<file path="config.mk">
export PLATFORM = sky130hd
export DESIGN_NAME = fcw_sweep_flat
export DESIGN_NICKNAME = d
export VERILOG_FILES = /design/src/rtl/nco_pkg.sv /design/src/rtl/fcw_sweep_if.sv /design/src/rtl/dwell_timer.sv /design/src/rtl/fcw_sweep.sv /design/src/flat_wrapper.sv
export SDC_FILE = /design/constraint.sdc
export NUM_CORES = 1
export LEC_CHECK = 0
export BUFFER_PORTS_ARGS = -buffer_cell sky130_fd_sc_hd__buf_2
export CAP_MARGIN = 20
export CELL_PAD_IN_SITES_DETAIL_PLACEMENT = 1
export CELL_PAD_IN_SITES_GLOBAL_PLACEMENT = 2
export CORE_MARGIN = 1.5
export CORE_UTILIZATION = 36
export CTS_CLUSTER_DIAMETER = 30
export DETAILED_ROUTE_END_ITERATION = 8
export PLACE_DENSITY_LB_ADDON = 0.1
export RECOVER_POWER = 50
export SLEW_MARGIN = 20
export SYNTH_ARGS = -nofsm -noshare
export SYNTH_HDL_FRONTEND = slang
export SYNTH_HIERARCHICAL = 1
export SYNTH_SLANG_ARGS = --single-unit
</file>
<file path="constraint.sdc">
create_clock -name clk -period 5.7 [get_ports clk]
set_input_delay 0.855 -clock clk [delete_from_list [all_inputs] [get_ports clk]]
set_output_delay 0.855 -clock clk [all_outputs]
set_load 0.01 [all_outputs]
</file>
<file path="src/rtl/nco_pkg.sv">
// rtl/nco_pkg.sv - shared NCO constants and sweep state encoding
package nco_pkg;

  localparam int FCW_W = 16;

  typedef enum logic [1:0] {
    IDLE = 2'd0,
    UP   = 2'd1,
    DOWN = 2'd2
  } sweep_state_t;

endpackage

</file>
<file path="src/rtl/fcw_sweep_if.sv">
// rtl/fcw_sweep_if.sv - control and fcw output bundle of the frequency sweeper
interface fcw_sweep_if
  import nco_pkg::*;
#(
  parameter int N = FCW_W,
  parameter int D = 16
);

  logic         start;
  logic         abort;
  logic [N-1:0] f_lo;
  logic [N-1:0] f_hi;
  logic [N-1:0] step;
  logic [D-1:0] dwell;
  logic [N-1:0] fcw;
  logic         busy;
  logic         done;
  logic         dir;

  modport master (
    output start, abort, f_lo, f_hi, step, dwell,
    input  fcw, busy, done, dir
  );

  modport slave (
    input  start, abort, f_lo, f_hi, step, dwell,
    output fcw, busy, done, dir
  );

endinterface

</file>
<file path="src/rtl/dwell_timer.sv">
// rtl/dwell_timer.sv - loadable down-counter timing how long each fcw value is held
module dwell_timer #(
  parameter int D = 16
) (
  input  logic         clk,
  input  logic         reset,
  input  logic         load,
  input  logic [D-1:0] value,
  output logic         expired
);

  logic [D-1:0] count;

  always_ff @(posedge clk) begin
    if (reset) begin
      count <= '0;
    end else if (load) begin
      count <= value;
    end else if (count != '0) begin
      count <= count - 1'b1;
    end
  end

  assign expired = (count == '0);

endmodule

</file>
<file path="src/rtl/fcw_sweep.sv">
// rtl/fcw_sweep.sv - stepped linear fcw sweep for the NCO
// FCW_SWEEP_BIDIR_EN adds a continuous triangle sweep (DOWN state, dir output).
module fcw_sweep
  import nco_pkg::*;
#(
  parameter int N = FCW_W,
  parameter int D = 16
) (
  input  logic      clk,
  input  logic      reset,
  fcw_sweep_if.slave sw
);

  sweep_state_t state_q, state_d;
  logic [N-1:0] fcw_q, fcw_d;
  logic [N-1:0] hi_q, hi_d;
  logic [N-1:0] step_q, step_d;
  logic [D-1:0] dwell_q, dwell_d;
  logic         degen_q, degen_d;
  logic         busy_q, busy_d;
  logic         done_q, done_d;
  logic         dir_q, dir_d;
  logic         tmr_load;
  logic [D-1:0] tmr_value;
  logic         tmr_expired;

  // Sum formed one bit wider so a step past the top of the range saturates instead of wrapping.
  function automatic logic [N-1:0] up_step(input logic [N-1:0] cur, input logic [N-1:0] inc,
                                           input logic [N-1:0] lim);
    logic [N:0] nxt;
    nxt = {1'b0, cur} + {1'b0, inc};
    if (nxt < {1'b0, lim}) up_step = nxt[N-1:0];
    else                   up_step = lim;
  endfunction

`ifdef FCW_SWEEP_BIDIR_EN
  logic [N-1:0] lo_q, lo_d;

  function automatic logic [N-1:0] dn_step(input logic [N-1:0] cur, input logic [N-1:0] dec,
                                           input logic [N-1:0] lim);
    if ((cur > lim) && ((cur - lim) > dec)) dn_step = cur - dec;
    else                                     dn_step = lim;
  endfunction
`endif

  dwell_timer #(.D(D)) u_dwell_timer (
    .clk     (clk),
    .reset   (reset),
    .load    (tmr_load),
    .value   (tmr_value),
    .expired (tmr_expired)
  );

  always_ff @(posedge clk) begin
    if (reset) begin
      state_q <= IDLE;
      fcw_q   <= '0;
      hi_q    <= '0;
      step_q  <= '0;
      dwell_q <= '0;
      degen_q <= 1'b0;
      busy_q  <= 1'b0;
      done_q  <= 1'b0;
      dir_q   <= 1'b0;
`ifdef FCW_SWEEP_BIDIR_EN
      lo_q    <= '0;
`endif
    end else begin
      state_q <= state_d;
      fcw_q   <= fcw_d;
      hi_q    <= hi_d;
      step_q  <= step_d;
      dwell_q <= dwell_d;
      degen_q <= degen_d;
      busy_q  <= busy_d;
      done_q  <= done_d;
      dir_q   <= dir_d;
`ifdef FCW_SWEEP_BIDIR_EN
      lo_q    <= lo_d;
`endif
    end
  end

  always_comb begin
    state_d   = state_q;
    fcw_d     = fcw_q;
    hi_d      = hi_q;
    step_d    = step_q;
    dwell_d   = dwell_q;
    degen_d   = degen_q;
    done_d    = 1'b0;
    dir_d     = dir_q;
    tmr_load  = 1'b0;
    tmr_value = dwell_q;
`ifdef FCW_SWEEP_BIDIR_EN
    lo_d      = lo_q;
`endif

    if (sw.abort) begin
      state_d = IDLE;
      dir_d   = 1'b0;
    end else begin
      case (state_q)
        IDLE: begin
          if (sw.start) begin
            hi_d      = sw.f_hi;
            step_d    = sw.step;
            dwell_d   = sw.dwell;
            degen_d   = (sw.f_lo >= sw.f_hi) || (sw.step == '0);
            fcw_d     = sw.f_lo;
            tmr_load  = 1'b1;
            tmr_value = sw.dwell;
            dir_d     = 1'b0;
            state_d   = UP;
`ifdef FCW_SWEEP_BIDIR_EN
            lo_d      = sw.f_lo;
`endif
          end
        end
        UP: begin
          if (tmr_expired) begin
            if (degen_q) begin
              state_d = IDLE;
              done_d  = 1'b1;
            end else if (fcw_q != hi_q) begin
              fcw_d    = up_step(fcw_q, step_q, hi_q);
              tmr_load = 1'b1;
            end else begin
`ifdef FCW_SWEEP_BIDIR_EN
              fcw_d    = dn_step(fcw_q, step_q, lo_q);
              dir_d    = 1'b1;
              tmr_load = 1'b1;
              state_d  = DOWN;
`else
              state_d  = IDLE;
              done_d   = 1'b1;
`endif
            end
          end
        end
`ifdef FCW_SWEEP_BIDIR_EN
        DOWN: begin
          // Turning at f_lo moves straight to the next ascending value so f_lo is held only once.
          if (tmr_expired) begin
            tmr_load = 1'b1;
            if (fcw_q != lo_q) begin
              fcw_d = dn_step(fcw_q, step_q, lo_q);
            end else begin
              fcw_d   = up_step(fcw_q, step_q, hi_q);
              dir_d   = 1'b0;
              done_d  = 1'b1;
              state_d = UP;
            end
          end
        end
`endif
        default: state_d = IDLE;
      endcase
    end

    busy_d = (state_d != IDLE);
  end

  assign sw.fcw  = fcw_q;
  assign sw.busy = busy_q;
  assign sw.done = done_q;
`ifdef FCW_SWEEP_BIDIR_EN
  assign sw.dir  = dir_q;
`else
  assign sw.dir  = 1'b0;
`endif

endmodule

</file>
<file path="src/flat_wrapper.sv">
// flat-port wrapper written by rule: the top's interface ports become plain ports
module fcw_sweep_flat import nco_pkg::*;
#(
  parameter int N = FCW_W,
  parameter int D = 16
)
  (clk, reset, sw_start, sw_abort, sw_f_lo, sw_f_hi, sw_step, sw_dwell, sw_fcw, sw_busy, sw_done, sw_dir);
  fcw_sweep_if #(.N(N), .D(D)) sw_i ();
  input  logic clk;
  input  logic reset;
  input wire logic [$bits(sw_i.start)-1:0] sw_start;
  input wire logic [$bits(sw_i.abort)-1:0] sw_abort;
  input wire logic [$bits(sw_i.f_lo)-1:0] sw_f_lo;
  input wire logic [$bits(sw_i.f_hi)-1:0] sw_f_hi;
  input wire logic [$bits(sw_i.step)-1:0] sw_step;
  input wire logic [$bits(sw_i.dwell)-1:0] sw_dwell;
  output wire logic [$bits(sw_i.fcw)-1:0] sw_fcw;
  output wire logic [$bits(sw_i.busy)-1:0] sw_busy;
  output wire logic [$bits(sw_i.done)-1:0] sw_done;
  output wire logic [$bits(sw_i.dir)-1:0] sw_dir;
  assign sw_i.start = sw_start;
  assign sw_i.abort = sw_abort;
  assign sw_i.f_lo = sw_f_lo;
  assign sw_i.f_hi = sw_f_hi;
  assign sw_i.step = sw_step;
  assign sw_i.dwell = sw_dwell;
  assign sw_fcw = sw_i.fcw;
  assign sw_busy = sw_i.busy;
  assign sw_done = sw_i.done;
  assign sw_dir = sw_i.dir;
  fcw_sweep #(.N(N), .D(D)) u_core (.clk(clk), .reset(reset), .sw(sw_i));
endmodule
</file>
Word-level counts from Yosys, hierarchy flattened
Index checks and enable logic that the tools add are counted.

Flip-flop bits (word level): 85. Input bits: 68. Output and inout bits: 19. Word-level logic and storage cells: 58.

Add/subtract/negate cells: 2. Order comparisons: 2. Eq/ne operators: 6. Mux-type cells: 25. Bitwise logic cells: 3. Reductions and logical operators: 11.

Operators by type and width (count): $mux 16 (10); $logic_not 16->1 (2); $pmux 16 s2 (1); $add 16x16->17 (1); $lt 17x16->1 (1); $ge 16x16->1 (1); $ne 16x16->1 (1); $reduce_bool 16->1 (1); $sub 16x1->16 const B (1); $mux 2 (5); $mux 1 (7); $reduce_and 6->1 (1); $reduce_bool 2->1 (3); $ne 2x1->1 const B (2); $ne 2x2->1 const B (2); $pmux 2 s2 (1); $reduce_or 4->1 (1); $not 1->1 (3); $reduce_and 3->1 (1); $eq 2x1->1 const B (1); $logic_not 2->1 (1); $pmux 1 s2 (1); $logic_or 1x1->1 (1).

Logic depth before layout (Yosys ltp)
Gate-level depths: netlist of run 1.

Depth after elaboration: 7. Gate-level depth with buffers: 18. Depth with buffers taken out: 17.

Cells and area by module
The synthesis of run 1 kept the hierarchy.

Modules (own cells, without submodules): fcw_sweep (instances 1, cells each 543, area an instance 4270.3 µm², seq. area each 1381.3 µm²); dwell_timer (instances 1, cells each 116, area an instance 964.7 µm², seq. area each 320.3 µm²).

Worst setup path before layout of run 1
Ideal clock, no wire load.

Path kind: reg2reg. Start: reg u_core.fcw_q[0], in the netlist u_core/sw.fcw[0]. End: reg u_core.fcw_q[8], in the netlist u_core/sw.fcw[8]. Library setup time: 0.114 ns. Arrival: 3.652 ns. Data required time: 5.586 ns. Path slack: 1.933 ns. Cell stages (with the launch flop): 18. Path buffers: 0. Period minus slack after synthesis: 3.767 ns. Cell sequence: dfxtp_1 > ha_1 > fa_1 > a211oi_1 > o21bai_1 > a21oi_1 > o21bai_1 > a21oi_1 > xnor2_1 > ha_1 > a221oi_1 > o21ai_0 > nor4_1 > a21oi_1 > o21ai_1 > a21oi_1 > a222oi_1 > a21bo_1.

Word-level cells in the longest chain between the ends: 7. Elaborated cells on any way between the ends: 10. Classes of those cells: add/sub (1); order compare (1); eq/ne (2); mux (5); reduce/logical (1).

Ends and longest elaborated chain: start, declared (RTL line fcw_sweep.sv:15) `logic [N-1:0] fcw_q, fcw_d;`; start signal, assigned (RTL line fcw_sweep.sv:70) `fcw_q <= fcw_d;`; $add 16x16->17 (RTL line fcw_sweep.sv:31) `nxt = {1'b0, cur} + {1'b0, inc};`; $lt 17x16->1 (RTL line fcw_sweep.sv:32) `if (nxt < {1'b0, lim}) up_step = nxt[N-1:0];`; $mux 16 (RTL line fcw_sweep.sv:32); $mux 16 (RTL line fcw_sweep.sv:125) `end else if (fcw_q != hi_q) begin`; $mux 16 (RTL line fcw_sweep.sv:122) `if (degen_q) begin`; $mux 16 (RTL line fcw_sweep.sv:121) `if (tmr_expired) begin`; $pmux 16 s2 (RTL line fcw_sweep.sv:103) `case (state_q)`.

Several ways; a longest one is shown, not always the timed one. The select of a mux whose other input is x is not followed. A chain may end at the register's enable or synchronous reset.

Final worst setup path of run 1
Ends and elaborated chain as after synthesis.

==> results of run 1 <==
-- through the flow --
stage	setup WS [ns]	area (µm²)	hold WS (ns)
5_1_grt	0.930	6050	0.492
3_3_place_gp	1.54	5810	0.451
3_5_place_dp	1.35	5810	0.460
6_report	1.33	6050	0.465
4_1_cts	1.31	6090	0.469
2_1_floorplan	1.93	5240	0.440
-- placed cells by master, fill, tap and decap left out, drive strengths merged, types with 15 or more instances in the layout --
| cell | count |
|---|---|
| a21oi | 78 |
| buf | 72 |
| clkbuf | 29 |
| dfxtp | 85 |
| ha | 48 |
| inv | 40 |
| nand2 | 145 |
| nor2 | 32 |
| o21ai | 18 |
| xnor2 | 15 |
| xor2 | 23 |
-- layer usage --
metal / global-route usage / vias up / wire length (µm)
li1: - / 2483 / -
met1: 0.336 / 2359 / 8720
met2: 0.339 / 96 / 6960
met3: 0.0389 / 12 / 723
met4: 0.0546 / 0 / 170
met5: 0 / - / 0
-- worst register-to-register path: stages (launching register included) --
cell and delay (ns):
dfxtp_1 0.34, ha_1 0.23, fa_1 0.43, a211oi_1 0.34, o21ai_1 0.12, a21oi_1 0.25
o31ai_1 0.18, xor2_1 0.19, ha_1 0.34, a221oi_1 0.28, o21ai_0 0.12, nor4_1 0.21
a21oi_1 0.11, o21ai_1 0.17, a21oi_1 0.27, a222oi_1 0.43, a21bo_1 0.24
-- worst paths after layout --
| path | start | end | slack, ns |
|---|---|---|---|
| worst max register to register | u_core/sw.fcw[0] | u_core/sw.fcw[8] | 1.33 |
| worst min register to register | u_core/dwell_q[1] | u_core/dwell_q[1] | 0.46 |
| worst min-delay path | u_core/dwell_q[1] | u_core/dwell_q[1] | 0.46 |
| worst max-delay path | u_core/sw.fcw[0] | u_core/sw.fcw[8] | 1.33 |
-- power by group --
part           switching, mW  total (mW)  internal [mW]
Clock                  0.261       0.558          0.297
Sequential            0.0733       0.730          0.657
Combinational          0.359       0.631          0.272
Total                  0.693        1.92           1.23
-- final cells by class --
class | instances | area, µm² | area share
inverters | 39 | 146 | 0.0242
clock buffers | 9 | 225 | 0.0372
multi-input cells | 508 | 3250 | 0.538
flip-flops and latches | 85 | 1700 | 0.281
well taps | 180 | 225 | 0.0372
repair buffers | 92 | 450 | 0.0744
clock inverters | 7 | 50.0 | 0.00827
-- sequential cells by signal, summed over array words and instances, names as in the netlist --
signal / cells
u_core/dwell_q: 16
u_core/hi_q: 16
u_core/step_q: 16
u_core/sw.fcw: 16
u_core/u_dwell_timer/count: 16
u_core/state_q: 2
u_core/degen_q: 1
u_core/sw.busy: 1
u_core/sw.done: 1
-- cell families after synthesis --
family / count (synthesis)
AND/OR/NAND/NOR: 245
AO/OA/AOI/OAI: 171
flip-flops: 85
buffers and inverters: 67
adder cells (fa/ha/maj): 49
XOR/XNOR: 38
multiplexers: 3
other: 1
==> flow_metrics.tcl, run 1 <==
set metrics [dict create \
    cts.sinks 85 \
    max_freq_ghz 0.229 \
    synthCells 659 \
    crit_buf_inv 0 \
    io_pins 87 \
    cp-start-kind "register" \
    cts_buffers 9 \
    grt_usage 0.226 \
    antenna_cells 0 \
    cpMostUsedCell "a21oi_1" \
    hold_class "register to register" \
    slowest_stage "fa_1" \
    min_period_over_period 0.767 \
    crit_fanout 7 \
    outcome "finished, violations left" \
    place_congestion 0.861 \
    synth-edff-count 0 \
    ctsLongestPathBuffers 2 \
    wirelength_um 16600 \
    clkTransAtPathRegs_ns 0.07 \
    cellLeakagePower_nw 2.71 \
    worstPathCellList "ha_1 > fa_1 > a211oi_1 > o21ai_1 > a21oi_1 > o31ai_1 > xor2_1 > ha_1 > a221oi_1 > o21ai_0 > nor4_1 > a21oi_1 > o21ai_1 > a21oi_1 > a222oi_1 > a21bo_1" \
    grt_max_degree 67 \
    drtIter0Drc 195 \
    crit_cells 16 \
    synthTopCellsByCount "nand2_1, dfxtp_1, a21oi_1" \
    cts_htree_levels 3 \
    rows 43 \
    fp.dieH_um 124 \
    critical_path.top_delay_family "compound AO/OA/AOI/OAI gates" \
    setup_viol 0 \
    yosysWarnings 6 \
    cts_tree "built" \
    synthTopCellsByArea "dfxtp_1, ha_1, nand2_1, a21oi_1, xor2_1" \
    synthSimpleGateAreaFrac 0.217 \
    grt_pass1_vias 5026 \
    drive_above_1_share 0.141 \
    synth_compound_area_frac 0.215 \
    core_region_area_um2 14000 \
    area_growth_pct 15.6 \
    viasPerCell 5.38 \
    dp.cells 904 \
    hold_viol 0 \
    cts_setup_buffers 0 \
    utilization 0.431 \
    antenna_found_initial 0 \
    yosysMostFrequentCell "nand2_1" \
    globalRouteOverflowTotal 0 \
    slowest_delay_ns 0.43 \
    cp.required_ns 5.95 \
    die_w_um 124 \
    hold_buffers 0 \
    slew_violations 50 \
    finalSetupTns_ns 0 \
    vdd_drop_max_mv 0.141 \
    grt_setup_unrepaired "no" \
    finalNetCount 852 \
    synth_top_flop_cell "dfxtp_1" \
    root_buffer "clkbuf_16" \
    drc 0 \
    fillerInstances 1743 \
    rr_worst_depth 16 \
    synth.cell_area_um2 5240 \
    worstSetupPathType "register to register" \
    grt_pass1_wl_um 26200 \
    netlist.area_leader.share 0.325 \
    skew_ns 0.00878 \
    ys_types 63 \
    post_cts_resized 0 \
    hpwl_um 12700 \
    initial_core_util 0.373 \
    yosys-mux-area-fraction 0.00574 \
    cp_data_arrival_time_ns 4.62 \
    clk_latency_ns 0.35 \
    violations "max-capacitance violations, max-slew violations" \
    period_needed_ns 4.37 \
    synthAdderAreaFrac 0.119 \
    drt-pass1-iter-count 4 \
    ys_seq_area_frac 0.325 \
    relSlewSlack -0.611 \
    ant_nets 0 \
    synth-xor-area-share 0.0636 \
    wl_per_cell_um 18.0 \
    synthArstFlopShare 0 \
    tightestPinTransition_ns 2.42 \
    p_per_area_nw_per_um2 317 \
    portBuffers 85 \
    stdcell_count 920 \
    ys_ff_latch 85 \
    max_cap_viol_count 1 \
    min_path_cells 2 \
    dieArea_um2 15300 \
    synth_area_leader_cell "dfxtp_1" \
    power.total_mw 1.92 \
    via_count 4950 \
    synth_area_per_cell_um2 7.94 \
    synth_top_family_by_area "simple AND/OR/NAND/NOR gates" \
    end_kind "register" \
]
(Power assumes the default switching activity.)
==> run 2: changes to the inputs <==
--- a/config.mk
+++ b/config.mk
@@ -10,7 +10,7 @@
 export CELL_PAD_IN_SITES_DETAIL_PLACEMENT = 1
 export CELL_PAD_IN_SITES_GLOBAL_PLACEMENT = 2
 export CORE_MARGIN = 1.5
-export CORE_UTILIZATION = 36
+export CORE_UTILIZATION = 30
 export CTS_CLUSTER_DIAMETER = 30
 export DETAILED_ROUTE_END_ITERATION = 8
 export PLACE_DENSITY_LB_ADDON = 0.1
==> constraint.sdc (replaced) <==
create_clock -name clk -period 4 [get_ports clk]
set_input_delay 0.6 -clock clk [delete_from_list [all_inputs] [get_ports clk]]
set_output_delay 0.6 -clock clk [all_outputs]
set_load 0.01 [all_outputs]
==> flow_metrics.tcl, run 2 (synthesis results as in run 1) <==
set metrics [dict create \
    outcome "finished, violations left" \
    violations "max-capacitance violations, max-slew violations" \
    ff_latch_area_um2 1700 \
    drtIter0Drc 258 \
    core_region_area_um2 17200 \
    clk_latency_ns 0.35 \
    multi_input_area_um2 3320 \
    grt_usage 0.205 \
    io_pins 87 \
    period_needed_ns 3.99 \
    setup_viol 0 \
    ant_nets 0 \
    area_growth_pct 20.5 \
    p_per_area_nw_per_um2 451 \
    viasPerCell 5.10 \
    final_common_cell "nand2_1" \
    cpMostUsedCell "o21ai_1" \
    min_period_over_period 0.996 \
    hpwl_um 13900 \
    rr_worst_depth 16 \
    rows 48 \
    slowest_stage "fa_2" \
    drt-pass1-iter-count 4 \
    slew_violations 50 \
    antenna_cells 0 \
    cts_htree_levels 3 \
    worstReg2RegStart "u_core/sw.fcw[0]" \
    cp-start-kind "register" \
    portBuffers 85 \
    via_count 4985 \
    finalNetCount 865 \
    dp.cells 959 \
    stdcell_count 978 \
    min_to "u_core/dwell_q[6]" \
    ctsLongestPathBuffers 2 \
    drc 0 \
    cp_data_arrival_time_ns 4.23 \
    tightestPinTransition_ns 2.45 \
    worstSetupPathType "register to register" \
    hold_viol 0 \
    worstPathCellList "ha_2 > fa_2 > a211oi_2 > o21ai_1 > a21oi_2 > o31ai_2 > xor2_1 > ha_1 > a221oi_2 > o21ai_1 > nor4_1 > a21oi_1 > o21ai_1 > a21oi_2 > a222oi_1 > a21bo_1" \
    clkTransAtPathRegs_ns 0.07 \
    hold_class "register to register" \
    cts.sinks 85 \
    cellLeakagePower_nw 2.81 \
    crit_start "u_core/sw.fcw[0]" \
    slowest_delay_ns 0.36 \
    reg2reg_to "u_core/sw.fcw[8]" \
    end_kind "register" \
    max_freq_ghz 0.251 \
    cts_tree "built" \
    hp-start "u_core/dwell_q[6]" \
    place_ws_ns -0.0250 \
    power.total_mw 2.84 \
    antenna_found_initial 0 \
    dieArea_um2 18300 \
    layout_setup_ws_ns 0.0140 \
    grt_max_degree 50 \
    hold_slack_ns 0.466 \
    critical_path.top_delay_family "compound AO/OA/AOI/OAI gates" \
    die_w_um 135 \
    vdd_drop_max_mv 0.212 \
    globalRouteOverflowTotal 0 \
    min_path_cells 2 \
    fp.dieH_um 135 \
    relSlewSlack -0.633 \
    grt_pass1_vias 5195 \
    crit_fanout 3 \
    initial_core_util 0.305 \
    place_congestion 0.840 \
    wirelength_um 18200 \
    drive_above_1_share 0.177 \
    root_buffer "clkbuf_16" \
    r2r_slack_ns 0.01 \
    final_cell_mix "nand2_1, dfxtp_1, a21oi_1" \
    hold_buffers 0 \
    place_area_um2 5940 \
    fillerInstances 2115 \
    max_cap_viol_count 1 \
    crit_buf_inv 0 \
    skew_ns 0.00753 \
    cp.required_ns 4.25 \
    grt_pass1_wl_um 28500 \
    stdcell_area_um2 6310 \
    wl_per_cell_um 18.6 \
    cts_buffers 9 \
]
==> run 2: per-stage QoR <==
stage / utilization / TNS (ns)
2_1_floorplan: - / 0
3_3_place_gp: 0.346 / 0
4_1_cts: 0.364 / 0
5_1_grt: 0.367 / -1.73
3_5_place_dp: 0.346 / -0.0905
6_report: 0.367 / 0
==> run 2: power by group <==
| group | switching [mW] | internal [mW] | leakage (nW) |
|---|---|---|---|
| Combinational | 0.527 | 0.399 | 1.97 |
| Clock | 0.378 | 0.503 | 0.146 |
| Sequential | 0.0999 | 0.936 | 0.693 |
==> run 2: area by class of cell <==
type,count,area share
Sequential cell,85,0.270
Tap cell,225,0.0446
Multi-Input combinational cell,508,0.526
Inverter,39,0.0232
Timing Repair Buffer,105,0.0883
Clock inverter,5,0.00952
Clock buffer,11,0.0385
==> run 2: how the worst max path moves through the flow <==
stage | cells after the start | slack, ns | endpoint
final | 16 | 0.01 | u_core/sw.fcw[8]
after global routing | 15 | -0.14 | u_core/sw.fcw[8]
after CTS | 14 | 0.04 | u_core/sw.fcw[10]
after detailed placement | 16 | -0.02 | u_core/sw.fcw[10]
after global placement | 16 | 0.02 | u_core/sw.fcw[0]
after floorplan | 17 | 0.23 | u_core/sw.fcw[8]
==> run 2: metal layers <==
layer | routed length, µm | track usage
met4 | 188 | 0.0508
met5 | 0 | 0
met2 | 8030 | 0.317
met1 | 9220 | 0.295
met3 | 724 | 0.0334
==> run 2: timing repair <==
| item | in CTS | in global routing |
|---|---|---|
| resized for setup | 2 | 17 |
| pin swaps | 0 | 9 |
| setup buffers | 0 | 2 |
| gates cloned | 0 | 1 |
| setup endpoints to repair | 13 | 16 |
==> run 2: worst register-to-register path, cell delays in order (launching register included) <==
cell	delay [ns]
dfxtp_1	0.32
ha_2	0.19
fa_2	0.36
a211oi_2	0.24
o21ai_1	0.13
a21oi_2	0.24
o31ai_2	0.12
xor2_1	0.22
ha_1	0.30
a221oi_2	0.30
o21ai_1	0.12
nor4_1	0.32
a21oi_1	0.14
o21ai_1	0.20
a21oi_2	0.12
a222oi_1	0.34
a21bo_1	0.24
